File: config.mk
export PLATFORM = sky130hd
export DESIGN_NAME = pipe_hazard_sched_flat
export DESIGN_NICKNAME = d
export VERILOG_FILES = /design/src/rtl/pipe_hazard_sched_if.sv /design/src/rtl/pipe_hazard_sched.sv /design/src/flat_wrapper.sv
export SDC_FILE = /design/constraint.sdc
export NUM_CORES = 1
export LEC_CHECK = 0
export CAP_MARGIN = 20
export CORE_MARGIN = 4
export CORE_UTILIZATION = 53
export CTS_BUF_LIST = sky130_fd_sc_hd__clkbuf_2
export DETAILED_ROUTE_END_ITERATION = 8
export DONT_BUFFER_PORTS = 1
export GPL_TIMING_DRIVEN = 0
export PLACE_DENSITY = 0.74
export SKIP_CTS_REPAIR_TIMING = 1
export SLEW_MARGIN = 20
export SYNTH_ARGS = -nofsm -noshare
export SYNTH_HDL_FRONTEND = slang
export SYNTH_SLANG_ARGS = --single-unit
File: constraint.sdc
create_clock -name clk -period 3.26 [get_ports clk]
set_clock_uncertainty 0.15 [all_clocks]
set_input_delay 0.815 -clock clk [delete_from_list [all_inputs] [get_ports clk]]
set_output_delay 0.815 -clock clk [all_outputs]
set_load 0.03 [all_outputs]
File: src/rtl/pipe_hazard_sched_if.sv
// pipe_hazard_sched_if: datapath-facing hazard/MDU bus; STALL_CNT_EN adds the stall counters
interface pipe_hazard_sched_if #(parameter int CNT_W = 4);
  logic [4:0] rs_D, rt_D, Dst_E, Dst_M;
  logic [1:0] tuse_rs_D, tuse_rt_D, Tnew_E, Tnew_M;
  logic md_use_D, RegWrite_E, RegWrite_M, md_start_E, md_is_div_E;
  logic en_PC, en_FD, flush_DE, md_busy, md_done, md_err;
  logic [CNT_W-1:0] md_cnt;
`ifdef STALL_CNT_EN
  logic [31:0] stall_cnt, md_stall_cnt;
`endif
  modport master(
`ifdef STALL_CNT_EN
    input stall_cnt, md_stall_cnt,
`endif
    output rs_D, rt_D, tuse_rs_D, tuse_rt_D, md_use_D, RegWrite_E, Dst_E, Tnew_E,
           RegWrite_M, Dst_M, Tnew_M, md_start_E, md_is_div_E,
    input en_PC, en_FD, flush_DE, md_busy, md_done, md_cnt, md_err);
  modport slave(
`ifdef STALL_CNT_EN
    output stall_cnt, md_stall_cnt,
`endif
    input rs_D, rt_D, tuse_rs_D, tuse_rt_D, md_use_D, RegWrite_E, Dst_E, Tnew_E,
          RegWrite_M, Dst_M, Tnew_M, md_start_E, md_is_div_E,
    output en_PC, en_FD, flush_DE, md_busy, md_done, md_cnt, md_err);
endinterface

File: src/rtl/pipe_hazard_sched.sv
// pipe_hazard_sched: Tuse/Tnew RAW stall detection plus mult/div busy sequencer.
// Optional STALL_CNT_EN adds stall_cnt/md_stall_cnt performance counters.
module pipe_hazard_sched #(
  parameter int MULT_LAT = 5,
  parameter int DIV_LAT  = 10,
  parameter int CNT_W    = 4
) (
  input logic clk,
  input logic reset,
  pipe_hazard_sched_if.slave bus
);
  typedef enum logic [1:0] {IDLE, BUSY, DONE} state_t;
  localparam logic [CNT_W-1:0] MULT_LD = CNT_W'(MULT_LAT - 1);
  localparam logic [CNT_W-1:0] DIV_LD  = CNT_W'(DIV_LAT - 1);
  state_t state;
  logic [CNT_W-1:0] cnt, ld;
  logic err, hz_rs, hz_rt, md_stall, stall;
  function automatic logic hz(input logic [4:0] r, input logic [1:0] t);
    return r != 5'd0 && t != 2'd3 &&
      ((bus.RegWrite_E && bus.Dst_E == r && bus.Tnew_E > t) ||
       (bus.RegWrite_M && bus.Dst_M == r && bus.Tnew_M > t));
  endfunction
  always_comb begin
    hz_rs = hz(bus.rs_D, bus.tuse_rs_D);
    hz_rt = hz(bus.rt_D, bus.tuse_rt_D);
    md_stall = bus.md_use_D && (state == BUSY || bus.md_start_E);
    stall = reset && (hz_rs || hz_rt || md_stall);
    ld = bus.md_is_div_E ? DIV_LD : MULT_LD;
  end
  assign bus.en_PC = ~stall;
  assign bus.en_FD = ~stall;
  assign bus.flush_DE = stall;
  assign bus.md_busy = state == BUSY;
  assign bus.md_done = state == DONE;
  assign bus.md_cnt = cnt;
  assign bus.md_err = err;
  always_ff @(posedge clk) begin
    if (!reset) begin
      state <= IDLE;
      cnt <= '0;
      err <= 1'b0;
    end else begin
      case (state)
        IDLE: if (bus.md_start_E) begin
          state <= BUSY;
          cnt <= ld;
        end
        BUSY: begin
          if (bus.md_start_E) err <= 1'b1;
          if (cnt == '0) state <= DONE;
          else cnt <= cnt - 1'b1;
        end
        DONE: begin
          state <= bus.md_start_E ? BUSY : IDLE;
          cnt <= bus.md_start_E ? ld : '0;
        end
        default: state <= IDLE;
      endcase
    end
  end
`ifdef STALL_CNT_EN
  always_ff @(posedge clk) begin
    if (!reset) begin
      bus.stall_cnt <= '0;
      bus.md_stall_cnt <= '0;
    end else begin
      bus.stall_cnt <= bus.stall_cnt + {31'd0, stall};
      bus.md_stall_cnt <= bus.md_stall_cnt + {31'd0, md_stall};
    end
  end
`endif
endmodule

File: src/flat_wrapper.sv
// flat-port wrapper written by rule: the top's interface ports become plain ports
module pipe_hazard_sched_flat 
#(
  parameter int MULT_LAT = 5,
  parameter int DIV_LAT  = 10,
  parameter int CNT_W    = 4
)
  (clk, reset, bus_rs_D, bus_rt_D, bus_tuse_rs_D, bus_tuse_rt_D, bus_md_use_D, bus_RegWrite_E, bus_Dst_E, bus_Tnew_E, bus_RegWrite_M, bus_Dst_M, bus_Tnew_M, bus_md_start_E, bus_md_is_div_E, bus_en_PC, bus_en_FD, bus_flush_DE, bus_md_busy, bus_md_done, bus_md_cnt, bus_md_err);
  pipe_hazard_sched_if #(.CNT_W(CNT_W)) bus_i ();
  input logic clk;
  input logic reset;
  input wire logic [$bits(bus_i.rs_D)-1:0] bus_rs_D;
  input wire logic [$bits(bus_i.rt_D)-1:0] bus_rt_D;
  input wire logic [$bits(bus_i.tuse_rs_D)-1:0] bus_tuse_rs_D;
  input wire logic [$bits(bus_i.tuse_rt_D)-1:0] bus_tuse_rt_D;
  input wire logic [$bits(bus_i.md_use_D)-1:0] bus_md_use_D;
  input wire logic [$bits(bus_i.RegWrite_E)-1:0] bus_RegWrite_E;
  input wire logic [$bits(bus_i.Dst_E)-1:0] bus_Dst_E;
  input wire logic [$bits(bus_i.Tnew_E)-1:0] bus_Tnew_E;
  input wire logic [$bits(bus_i.RegWrite_M)-1:0] bus_RegWrite_M;
  input wire logic [$bits(bus_i.Dst_M)-1:0] bus_Dst_M;
  input wire logic [$bits(bus_i.Tnew_M)-1:0] bus_Tnew_M;
  input wire logic [$bits(bus_i.md_start_E)-1:0] bus_md_start_E;
  input wire logic [$bits(bus_i.md_is_div_E)-1:0] bus_md_is_div_E;
  output wire logic [$bits(bus_i.en_PC)-1:0] bus_en_PC;
  output wire logic [$bits(bus_i.en_FD)-1:0] bus_en_FD;
  output wire logic [$bits(bus_i.flush_DE)-1:0] bus_flush_DE;
  output wire logic [$bits(bus_i.md_busy)-1:0] bus_md_busy;
  output wire logic [$bits(bus_i.md_done)-1:0] bus_md_done;
  output wire logic [$bits(bus_i.md_cnt)-1:0] bus_md_cnt;
  output wire logic [$bits(bus_i.md_err)-1:0] bus_md_err;
  assign bus_i.rs_D = bus_rs_D;
  assign bus_i.rt_D = bus_rt_D;
  assign bus_i.tuse_rs_D = bus_tuse_rs_D;
  assign bus_i.tuse_rt_D = bus_tuse_rt_D;
  assign bus_i.md_use_D = bus_md_use_D;
  assign bus_i.RegWrite_E = bus_RegWrite_E;
  assign bus_i.Dst_E = bus_Dst_E;
  assign bus_i.Tnew_E = bus_Tnew_E;
  assign bus_i.RegWrite_M = bus_RegWrite_M;
  assign bus_i.Dst_M = bus_Dst_M;
  assign bus_i.Tnew_M = bus_Tnew_M;
  assign bus_i.md_start_E = bus_md_start_E;
  assign bus_i.md_is_div_E = bus_md_is_div_E;
  assign bus_en_PC = bus_i.en_PC;
  assign bus_en_FD = bus_i.en_FD;
  assign bus_flush_DE = bus_i.flush_DE;
  assign bus_md_busy = bus_i.md_busy;
  assign bus_md_done = bus_i.md_done;
  assign bus_md_cnt = bus_i.md_cnt;
  assign bus_md_err = bus_i.md_err;
  pipe_hazard_sched #(.MULT_LAT(MULT_LAT), .DIV_LAT(DIV_LAT), .CNT_W(CNT_W)) u_core (.clk(clk), .reset(reset), .bus(bus_i));
endmodule
==> summary.md, run 1 <==
| Metric | Value |
|---|---|
| Outcome | `finished clean` |
| Synthesis Warnings | `0` |
| Placement row count | `15` |
| Post-synthesis sequential area ratio | `0.147` |
| IO Port Bufs | `0` |
| Power after layout | `0.426 mW` |
| Final critical-path setup slack | `0.140 ns` |
| Hpwl dp | `1.95 mm` |
| Kind of start point of the critical path | `input pin` |
| N_diodes | `0` |
| DRT Pass-1 Iters | `4` |
| Most common cell after layout, fill and taps aside | `inv_1` |
| All-layer global routing usage | `0.198` |
| Largest net degree at the start of global routing | `11` |
| Post-detailed-route wirelength per cell | `15.4 um` |
| Longest Clk Path Bufs | `2` |
| End point of the worst hold path | `u_core.state[1]$_SDFFE_PN0P_` |
| Num CTS Buffers | `3` |
| Simple-Gate Fraction of Synth Area | `0.192` |
| Post-synthesis async set-or-reset flop share | `0` |
| Violation count after the first detailed-route iteration | `11` |
| Chip Width | `50.4 um` |
| Combinational fraction of design power | `0.495` |
| Overall overflow remaining after global route | `0` |
| Placement Cell Area | `983 sq um` |
| Transition at the pin with the smallest max-transition slack | `0.564 ns` |
| Summed area of non-filler cells in the final layout | `1020 sq um` |
| Number of storage elements in the synthesis netlist | `7` |
| Synth Area in Compound Gates | `0.205` |
| Synthesized Nets | `173` |
| CP Buf/Inv Count | `2` |
| Post-synthesis instance area | `952 sq um` |
| Clk sinks | `7` |
| Worst min-delay path class | `register to register` |
| Cells traversed along the worst timing path | `inv_1 -> ha_1 -> a21boi_2 -> nand4_1 -> nor4_1 -> o21ai_1 -> and3_4 -> buf_4` |
| Internal portion of total power | `0.225 mW` |
| Initial Utilization | `0.558` |
| Number of global-route vias before repair | `858` |
| Chip Height | `50.4 um` |
| Wire length reported by the detailed router | `2.34 mm` |
| Flop pwr share | `0.341` |
| Synthesized instance count | `123` |
| Via density per instance | `5.57` |
| Static leakage | `0.429 nW` |
| CTS H-Tree Depth | `1` |
| Number of cells on the worst hold path | `2` |
| Area of the multi-input gates | `756 sq um` |
| Adder-cell share of the synthesized area | `0.197` |
| Routing layer with the top usage in global route | `met2` |
| Worst path slowest cell | `ha_1` |
| Clock tree from TritonCTS | `done` |
| Total via count in the routed design | `847` |
| Commonest register cell after synthesis | `dfxtp_1` |
| Power per cell area | `418 nW/um^2` |
| Fillers | `159` |
| Residual DRC count | `0` |
| Mux cell area share after synthesis | `0` |
| Required time reported for the critical path endpoint | `2.29 ns` |
| Mean Syn Cell Area | `7.74 sq um` |
| Root buffer cell | `clkbuf_2` |
| Most frequent cells in the layout | `inv_1, ha_1, xnor2_1` |
| Largest fanout of any net on the critical path | `2` |
| Reported net switching power | `0.200 mW` |
| Final-layout setup total negative slack | `0 ns` |
| Total count of hold-check failures in the final report | `0` |
| Crit-path max cell delay | `0.30 ns` |
| Core ar. | `1710 sq um` |
| Hold Path Origin | `u_core.state[1]$_SDFFE_PN0P_` |
| Slew headroom | `0.624` |
| Clock-pin transition on the worst setup and hold timing paths | `0.09 ns` |
| Total number of nets in the final design | `178` |
| Syn-to-layout area delta | `6.96%` |
| Global-route wire length before repair | `3.87 mm` |
| Xor and xnor fraction of the mapped netlist area | `0.184` |
| Die area | `2540 sq um` |
| Switching share of power | `0.471` |
| Max VDD drop | `0.000240 V` |
| Met1 Resource Use GR | `0.253` |
| Start of the worst register-to-register path | `u_core.bus.md_cnt[0]$_SDFFE_PN0P_` |
| Pre-CTS WS | `-0.124 ns` |
| Global Route met2 Usage | `0.309` |
| ANT nets after route | `0` |
| Grt met3 use | `0.0742` |
| Clock network fraction of design power | `0.164` |
| Min Clock Period, post-route | `3.12 ns` |
| CP top delay family | `simple AND/OR/NAND/NOR gates` |
| Final period util | `0.957` |
| Depth of the worst register-to-register path | `7` |
| Post-synth EDFFs | `0` |
| Worst-case register-to-register setup slack | `1.10 ns` |
| Maximum clock rate | `321 MHz` |
| Clk Latency, worst-skew pair | `0.25 ns` |
| Cell variety after synth | `31` |
| Number of ports placed on the die boundary | `45` |
| RSZ-0062 raised after global routing | `no` |
| Number of max-capacitance violations reported | `0` |
| Crit path DAT | `2.15 ns` |
| Kind of critical path | `input pin to primary output` |
| Number of setup violations in the final report | `0` |
| Placer Congestion | `0.822` |
| Pins Over Slew Limit | `0` |
| Element type at the critical path end | `primary output` |
| Critical R2R Capture | `u_core.bus.md_cnt[2]$_SDFFE_PN0P_` |
| Number of antenna violations at the first check in global routing | `0` |
| Dominant combinational cell family by area after synthesis | `compound AO/OA/AOI/OAI gates` |
| Share of final-layout standard cells stronger than drive strength 1 | `0.0787` |
| Seq. cell area | `140 sq um` |
-- worst max path at each step --
stage	start	end	slack [ns]	cells past startpoint
6_report	bus_tuse_rs_D[1]	bus_en_PC	0.14	8
5_1_grt	bus_tuse_rt_D[1]	bus_en_PC	0.05	8
4_1_cts	bus_tuse_rt_D[1]	bus_en_PC	-0.13	8
3_5_place_dp	bus_tuse_rt_D[1]	bus_en_PC	-0.12	8
3_3_place_gp	bus_tuse_rt_D[1]	bus_en_PC	-0.14	8
2_1_floorplan	bus_tuse_rt_D[1]	bus_en_PC	0.06	8
-- power groups by stage --
stage / Combinational, mW / Clock (mW) / Sequential, mW
after floorplan: 0.173 / 0 / 0.141
after global placement: 0.195 / 0 / 0.146
after detailed placement: 0.206 / 0 / 0.147
after CTS: 0.207 / 0.0720 / 0.145
after global routing: 0.238 / 0.0763 / 0.148
final: 0.211 / 0.0696 / 0.145
-- through the flow --
step | utilization | hold slack, ns | cells
after floorplan | - | 0.359 | 123
after global placement | 0.576 | 0.404 | 148
after detailed placement | 0.576 | 0.432 | 148
after CTS | 0.588 | 0.447 | 152
after global routing | 0.596 | 0.503 | 152
final | 0.596 | 0.446 | 152
-- synth_stat cells, types with 2 or more instances --
library cell,n,share of area
nand2_1,7,0.028
xnor2_1,14,0.13
nor2_1,6,0.024
dfxtp_1,7,0.15
nand3_1,5,0.026
inv_1,16,0.063
ha_1,15,0.20
xor2_1,6,0.055
a21boi_1,2,0.016
a21boi_0,2,0.016
a21oi_1,9,0.047
nor2b_1,5,0.033
nor4_1,4,0.026
nor3_1,3,0.016
o21ai_1,4,0.021
nand4_1,2,0.013
a22oi_1,2,0.016
-- state kept, by name (all words and copies together), names as in the netlist --
signal	count
u_core.bus.md_cnt	4
u_core.state	2
u_core.bus.md_err	1
-- cell type report --
cell class	instances	area share
Buffer	2	0.0111
Clock buffer	4	0.0197
Inverter	16	0.0590
Multi-Input combinational cell	98	0.742
Sequential cell	7	0.138
Tap cell	25	0.0307
-- cells by family after synthesis --
| family | Yosys count |
|---|---|
| buffers and inverters | 18 |
| xor gates and xnor gates | 20 |
| AOI/OAI and AO/OA | 28 |
| and+or+nand+nor | 35 |
| adders and majority gates | 15 |
| DFF | 7 |
-- per-layer routing --
layer / wire [um] / share of wire
met5: 0 / 0
met4: 25 / 0.011
met3: 226 / 0.097
met1: 1020 / 0.44
met2: 1070 / 0.46
-- worst register-to-register path, cell delays in order, from the launching register on --
cell and delay [ns]:
dfxtp_1 0.58, inv_1 0.13, ha_1 0.22, nor3b_2 0.19, a211oi_4 0.43, o21ai_1 0.13, a22oi_1 0.16, nor2b_1 0.07
Note: power is estimated with default switching activity, not from simulation.
==> run 2: changes to the inputs <==
--- a/config.mk
+++ b/config.mk
@@ -11,8 +11,8 @@
 export CTS_BUF_LIST = sky130_fd_sc_hd__clkbuf_2
 export DETAILED_ROUTE_END_ITERATION = 8
 export DONT_BUFFER_PORTS = 1
-export GPL_TIMING_DRIVEN = 0
 export PLACE_DENSITY = 0.74
+export REMOVE_ABC_BUFFERS = 1
 export SKIP_CTS_REPAIR_TIMING = 1
 export SLEW_MARGIN = 20
 export SYNTH_ARGS = -nofsm -noshare
==> summary.md, run 2 (synthesis results as in run 1) <==
| Metric | Value |
|---|---|
| Pre-CTS WS | `0.000980 ns` |
| ANT nets after route | `0` |
| Transition at the pin with the smallest max-transition slack | `0.564 ns` |
| Kind of critical path | `input pin to primary output` |
| Overall overflow remaining after global route | `0` |
| Static leakage | `0.431 nW` |
| Power per cell area | `410 nW/um^2` |
| Global-route wire length before repair | `3.52 mm` |
| Wire length reported by the detailed router | `2.20 mm` |
| Outcome | `finished clean` |
| Crit path DAT | `2.24 ns` |
| Summed area of non-filler cells in the final layout | `1020 sq um` |
| Max VDD drop | `0.000279 V` |
| Hpwl dp | `1.93 mm` |
| Clock tree from TritonCTS | `done` |
| Final critical-path setup slack | `0.0538 ns` |
| DRT Pass-1 Iters | `4` |
| Crit-path max cell delay | `0.30 ns` |
| Clk Latency, worst-skew pair | `0.24 ns` |
| Pins Over Slew Limit | `0` |
| Worst min-delay path class | `register to register` |
| CTS H-Tree Depth | `1` |
| Kind of start point of the critical path | `input pin` |
| Clk sinks | `7` |
| Required time reported for the critical path endpoint | `2.29 ns` |
| Largest net degree at the start of global routing | `11` |
| Number of global-route vias before repair | `849` |
| Final-layout setup total negative slack | `0 ns` |
| Fillers | `166` |
| Root buffer cell | `clkbuf_2` |
| Most common cell after layout, fill and taps aside | `inv_1` |
| Die area | `2540 sq um` |
| Chip Height | `50.4 um` |
| Number of antenna violations at the first check in global routing | `0` |
| Most frequent cells in the layout | `inv_1, ha_1, xnor2_1` |
| Number of setup violations in the final report | `0` |
| Total number of nets in the final design | `177` |
| Final period util | `0.983` |
| Cells traversed along the worst timing path | `inv_1 -> ha_1 -> a21boi_1 -> nand4_1 -> nor4_2 -> o21ai_1 -> and3_1 -> buf_12` |
| Number of max-capacitance violations reported | `0` |
| Core ar. | `1710 sq um` |
| Largest fanout of any net on the critical path | `2` |
| Residual DRC count | `0` |
| Syn-to-layout area delta | `6.96%` |
| Utilization after layout | `0.596` |
| Chip Width | `50.4 um` |
| Clock-pin transition on the worst setup and hold timing paths | `0.07 ns` |
| Total count of hold-check failures in the final report | `0` |
| N_diodes | `0` |
| Element type at the critical path end | `primary output` |
| IO Port Bufs | `0` |
| All-layer global routing usage | `0.176` |
| Slew headroom | `0.624` |
| Maximum clock rate | `312 MHz` |
| Via density per instance | `5.44` |
| Num CTS Buffers | `3` |
| Placement row count | `15` |
| Post-detailed-route wirelength per cell | `14.6 um` |
| Placer Congestion | `0.822` |
| Power after layout | `0.418 mW` |
| Total via count in the routed design | `821` |
| Min Clock Period, post-route | `3.21 ns` |
| Number of ports placed on the die boundary | `45` |
| Violation count after the first detailed-route iteration | `19` |
| Placement Cell Area | `992 sq um` |
| Longest Clk Path Bufs | `2` |
| Share of final-layout standard cells stronger than drive strength 1 | `0.0635` |
| Worst path slowest cell | `nor4_2` |
| Largest register FFs | `4` |
| Initial Utilization | `0.558` |
-- run 2: power by group --
part           leakage [nW]  switching [mW]  internal, mW
sequential           0.0575          0.0428         0.102
combinational         0.357           0.115        0.0914
clock                0.0166          0.0343        0.0326
-- run 2: worst paths after layout --
check / start / to / slack, ns / cells past startpoint
hold / removal: u_core.state[1]$_SDFFE_PN0P_ / u_core.state[1]$_SDFFE_PN0P_ / 0.42 / 2
setup / recovery: bus_tuse_rt_D[1] / bus_en_FD / 0.05 / 8
setup reg to reg: u_core.bus.md_cnt[0]$_SDFFE_PN0P_ / u_core.bus.md_cnt[2]$_SDFFE_PN0P_ / 1.18 / 7
hold reg to reg: u_core.state[1]$_SDFFE_PN0P_ / u_core.state[1]$_SDFFE_PN0P_ / 0.42 / 2
-- run 2: through the flow --
stage          hold WS [ns]  std cells
4_1_cts               0.429        151
3_3_place_gp          0.389        147
3_5_place_dp          0.412        147
6_report              0.422        151
5_1_grt               0.470        151
2_1_floorplan         0.359        121
-- run 2: metal layers --
| layer | share of wire | global-route usage |
|---|---|---|
| met5 | 0 | 0 |
| met4 | 0 | 0.0269 |
| met3 | 0.081 | 0.0653 |
| met2 | 0.47 | 0.280 |
| met1 | 0.45 | 0.230 |
-- run 2: final cells by class --
cell class | instances | area, sq um | share of cell area
tap | 25 | 31.3 | 0.0307
inverter | 16 | 60.1 | 0.0590
clock buffer | 4 | 20.0 | 0.0197
timing repair buffer | 1 | 20.0 | 0.0197
sequential | 7 | 140 | 0.138
multi-input combinational | 98 | 747 | 0.733
-- run 2: critical path, delay by kind of cell --
family / cells / cell delay, ns
fa+ha+maj: 1 / 0.29
compound gates: 2 / 0.31
simple gates: 3 / 0.64
buf+inv: 2 / 0.20
==> run 3: changes to the inputs <==
--- a/config.mk
+++ b/config.mk
@@ -6,12 +6,14 @@
 export NUM_CORES = 1
 export LEC_CHECK = 0
 export CAP_MARGIN = 20
+export CELL_PAD_IN_SITES_DETAIL_PLACEMENT = 1
+export CELL_PAD_IN_SITES_GLOBAL_PLACEMENT = 1
 export CORE_MARGIN = 4
-export CORE_UTILIZATION = 53
+export CORE_UTILIZATION = 45
 export CTS_BUF_LIST = sky130_fd_sc_hd__clkbuf_2
 export DETAILED_ROUTE_END_ITERATION = 8
 export DONT_BUFFER_PORTS = 1
-export PLACE_DENSITY = 0.74
+export PLACE_DENSITY = 0.87
 export REMOVE_ABC_BUFFERS = 1
 export SKIP_CTS_REPAIR_TIMING = 1
 export SLEW_MARGIN = 20
==> summary.md, run 3 (synthesis results as in run 1) <==
| Metric | Value |
|---|---|
| Outcome | `finished clean` |
| N_diodes | `0` |
| Placer Congestion | `0.807` |
| Transition at the pin with the smallest max-transition slack | `0.586 ns` |
| Final period util | `0.956` |
| Clock-pin transition on the worst setup and hold timing paths | `0.09 ns` |
| Internal portion of total power | `0.224 mW` |
| Via density per instance | `5.82` |
| Non-filler instance count after layout | `152` |
| Chip Height | `54 um` |
| Utilization after layout | `0.512` |
| Largest net degree at the start of global routing | `11` |
| Maximum clock rate | `321 MHz` |
| Fillers | `254` |
| Number of placed instances, taps included | `148` |
| Pins Over Slew Limit | `0` |
| DRT Pass-1 Iters | `4` |
| Overall overflow remaining after global route | `0` |
| Final critical-path setup slack | `0.143 ns` |
| Num CTS Buffers | `3` |
| Largest register FFs | `4` |
| Total count of hold-check failures in the final report | `0` |
| Number of global-route vias before repair | `948` |
| Crit path DAT | `2.15 ns` |
| Most common cell after layout, fill and taps aside | `inv_1` |
| Pre-CTS WS | `-0.0631 ns` |
| Hpwl dp | `2.33 mm` |
| Number of cells on the worst hold path | `2` |
| Worst path slowest cell | `nor4_1` |
| Clk Latency, worst-skew pair | `0.26 ns` |
| Reported net switching power | `0.207 mW` |
| Switching share of power | `0.480` |
| Power per cell area | `425 nW/um^2` |
| Residual DRC count | `0` |
| RSZ-0062 raised after global routing | `no` |
| Total via count in the routed design | `885` |
| CTS H-Tree Depth | `1` |
| All-layer global routing usage | `0.203` |
| Kind of start point of the critical path | `input pin` |
| Depth of the worst register-to-register path | `7` |
| Final-layout setup total negative slack | `0 ns` |
| Number of max-capacitance violations reported | `0` |
| Initial Utilization | `0.480` |
| Number of setup violations in the final report | `0` |
| Clock tree from TritonCTS | `done` |
| Share of final-layout standard cells stronger than drive strength 1 | `0.0800` |
| Clk sinks | `7` |
| Total number of nets in the final design | `176` |
| Element type at the critical path end | `primary output` |
| Min Clock Period, post-route | `3.12 ns` |
| ANT nets after route | `0` |
| Number of antenna violations at the first check in global routing | `0` |
| Summed area of non-filler cells in the final layout | `1010 sq um` |
| Syn-to-layout area delta | `6.57%` |
| Clock network fraction of design power | `0.168` |
| Most frequent cells in the layout | `inv_1, ha_1, xnor2_1` |
| Global-route wire length before repair | `4.28 mm` |
| Static leakage | `0.429 nW` |
| Crit-path max cell delay | `0.32 ns` |
| Flop pwr share | `0.338` |
| Die area | `2920 sq um` |
| Power after layout | `0.432 mW` |
| Cells traversed along the worst timing path | `inv_1 -> ha_1 -> a21boi_1 -> nand4_1 -> nor4_1 -> o21ai_1 -> and3_4` |
| Chip Width | `54 um` |
| Placement Cell Area | `975 sq um` |
| Max VDD drop | `0.000315 V` |
| Wire length reported by the detailed router | `2.73 mm` |
| IO Port Bufs | `0` |
| Worst min-delay path class | `register to register` |
| Placement row count | `16` |
| Post-detailed-route wirelength per cell | `17.9 um` |
| Combinational fraction of design power | `0.495` |
| Violation count after the first detailed-route iteration | `11` |
| Worst slack on hold paths | `0.445 ns` |
| Largest fanout of any net on the critical path | `2` |
| Core ar. | `1980 sq um` |
| Required time reported for the critical path endpoint | `2.29 ns` |
| Slew headroom | `0.610` |
| Number of ports placed on the die boundary | `45` |
| Root buffer cell | `clkbuf_2` |
| Longest Clk Path Bufs | `2` |
| Kind of critical path | `input pin to primary output` |
run 3: cell count changes in the layout (fill, tap and decap cells not counted), sizes merged:
cell,change
buf,-1
run 3: area by class of cell:
class	instances	area [sq um]	share of cell area
Multi-Input combinational cell	98	761	0.750
Sequential cell	7	140	0.138
Inverter	16	60.1	0.0592
Tap cell	27	33.8	0.0333
Clock buffer	4	20.0	0.0197
run 3: power groups by stage:
| stage | Combinational [mW] | Clock [mW] | Sequential [mW] |
|---|---|---|---|
| after floorplan | 0.171 | 0 | 0.141 |
| after global placement | 0.196 | 0 | 0.146 |
| after detailed placement | 0.208 | 0 | 0.148 |
| after CTS | 0.209 | 0.0735 | 0.146 |
| after global routing | 0.237 | 0.0801 | 0.149 |
| final | 0.214 | 0.0723 | 0.146 |
run 3: layer usage:
metal / GRT usage / part of all wire / vias up
li1: - / - / 428
met1: 0.246 / 0.41 / 416
met2: 0.341 / 0.49 / 35
met3: 0.0776 / 0.090 / 6
met4: 0.0373 / 0.013 / 0
met5: 0 / 0 / -
run 3: path summary, 6_finish.rpt:
| check | to | slack [ns] | from |
|---|---|---|---|
| worst max-delay path | bus_en_PC | 0.14 | bus_tuse_rs_D[1] |
| worst min-delay path | u_core.state[1]$_SDFFE_PN0P_ | 0.44 | u_core.state[1]$_SDFFE_PN0P_ |
| worst max register to register | u_core.bus.md_cnt[2]$_SDFFE_PN0P_ | 1.12 | u_core.bus.md_cnt[0]$_SDFFE_PN0P_ |
| worst min register to register | u_core.state[1]$_SDFFE_PN0P_ | 0.44 | u_core.state[1]$_SDFFE_PN0P_ |
run 3: worst max-delay path, delay by kind of cell:
family          cells  cell delay, ns
simple gates        3            0.70
compound gates      2            0.30
fa+ha+maj           1            0.29
buf+inv             1            0.04
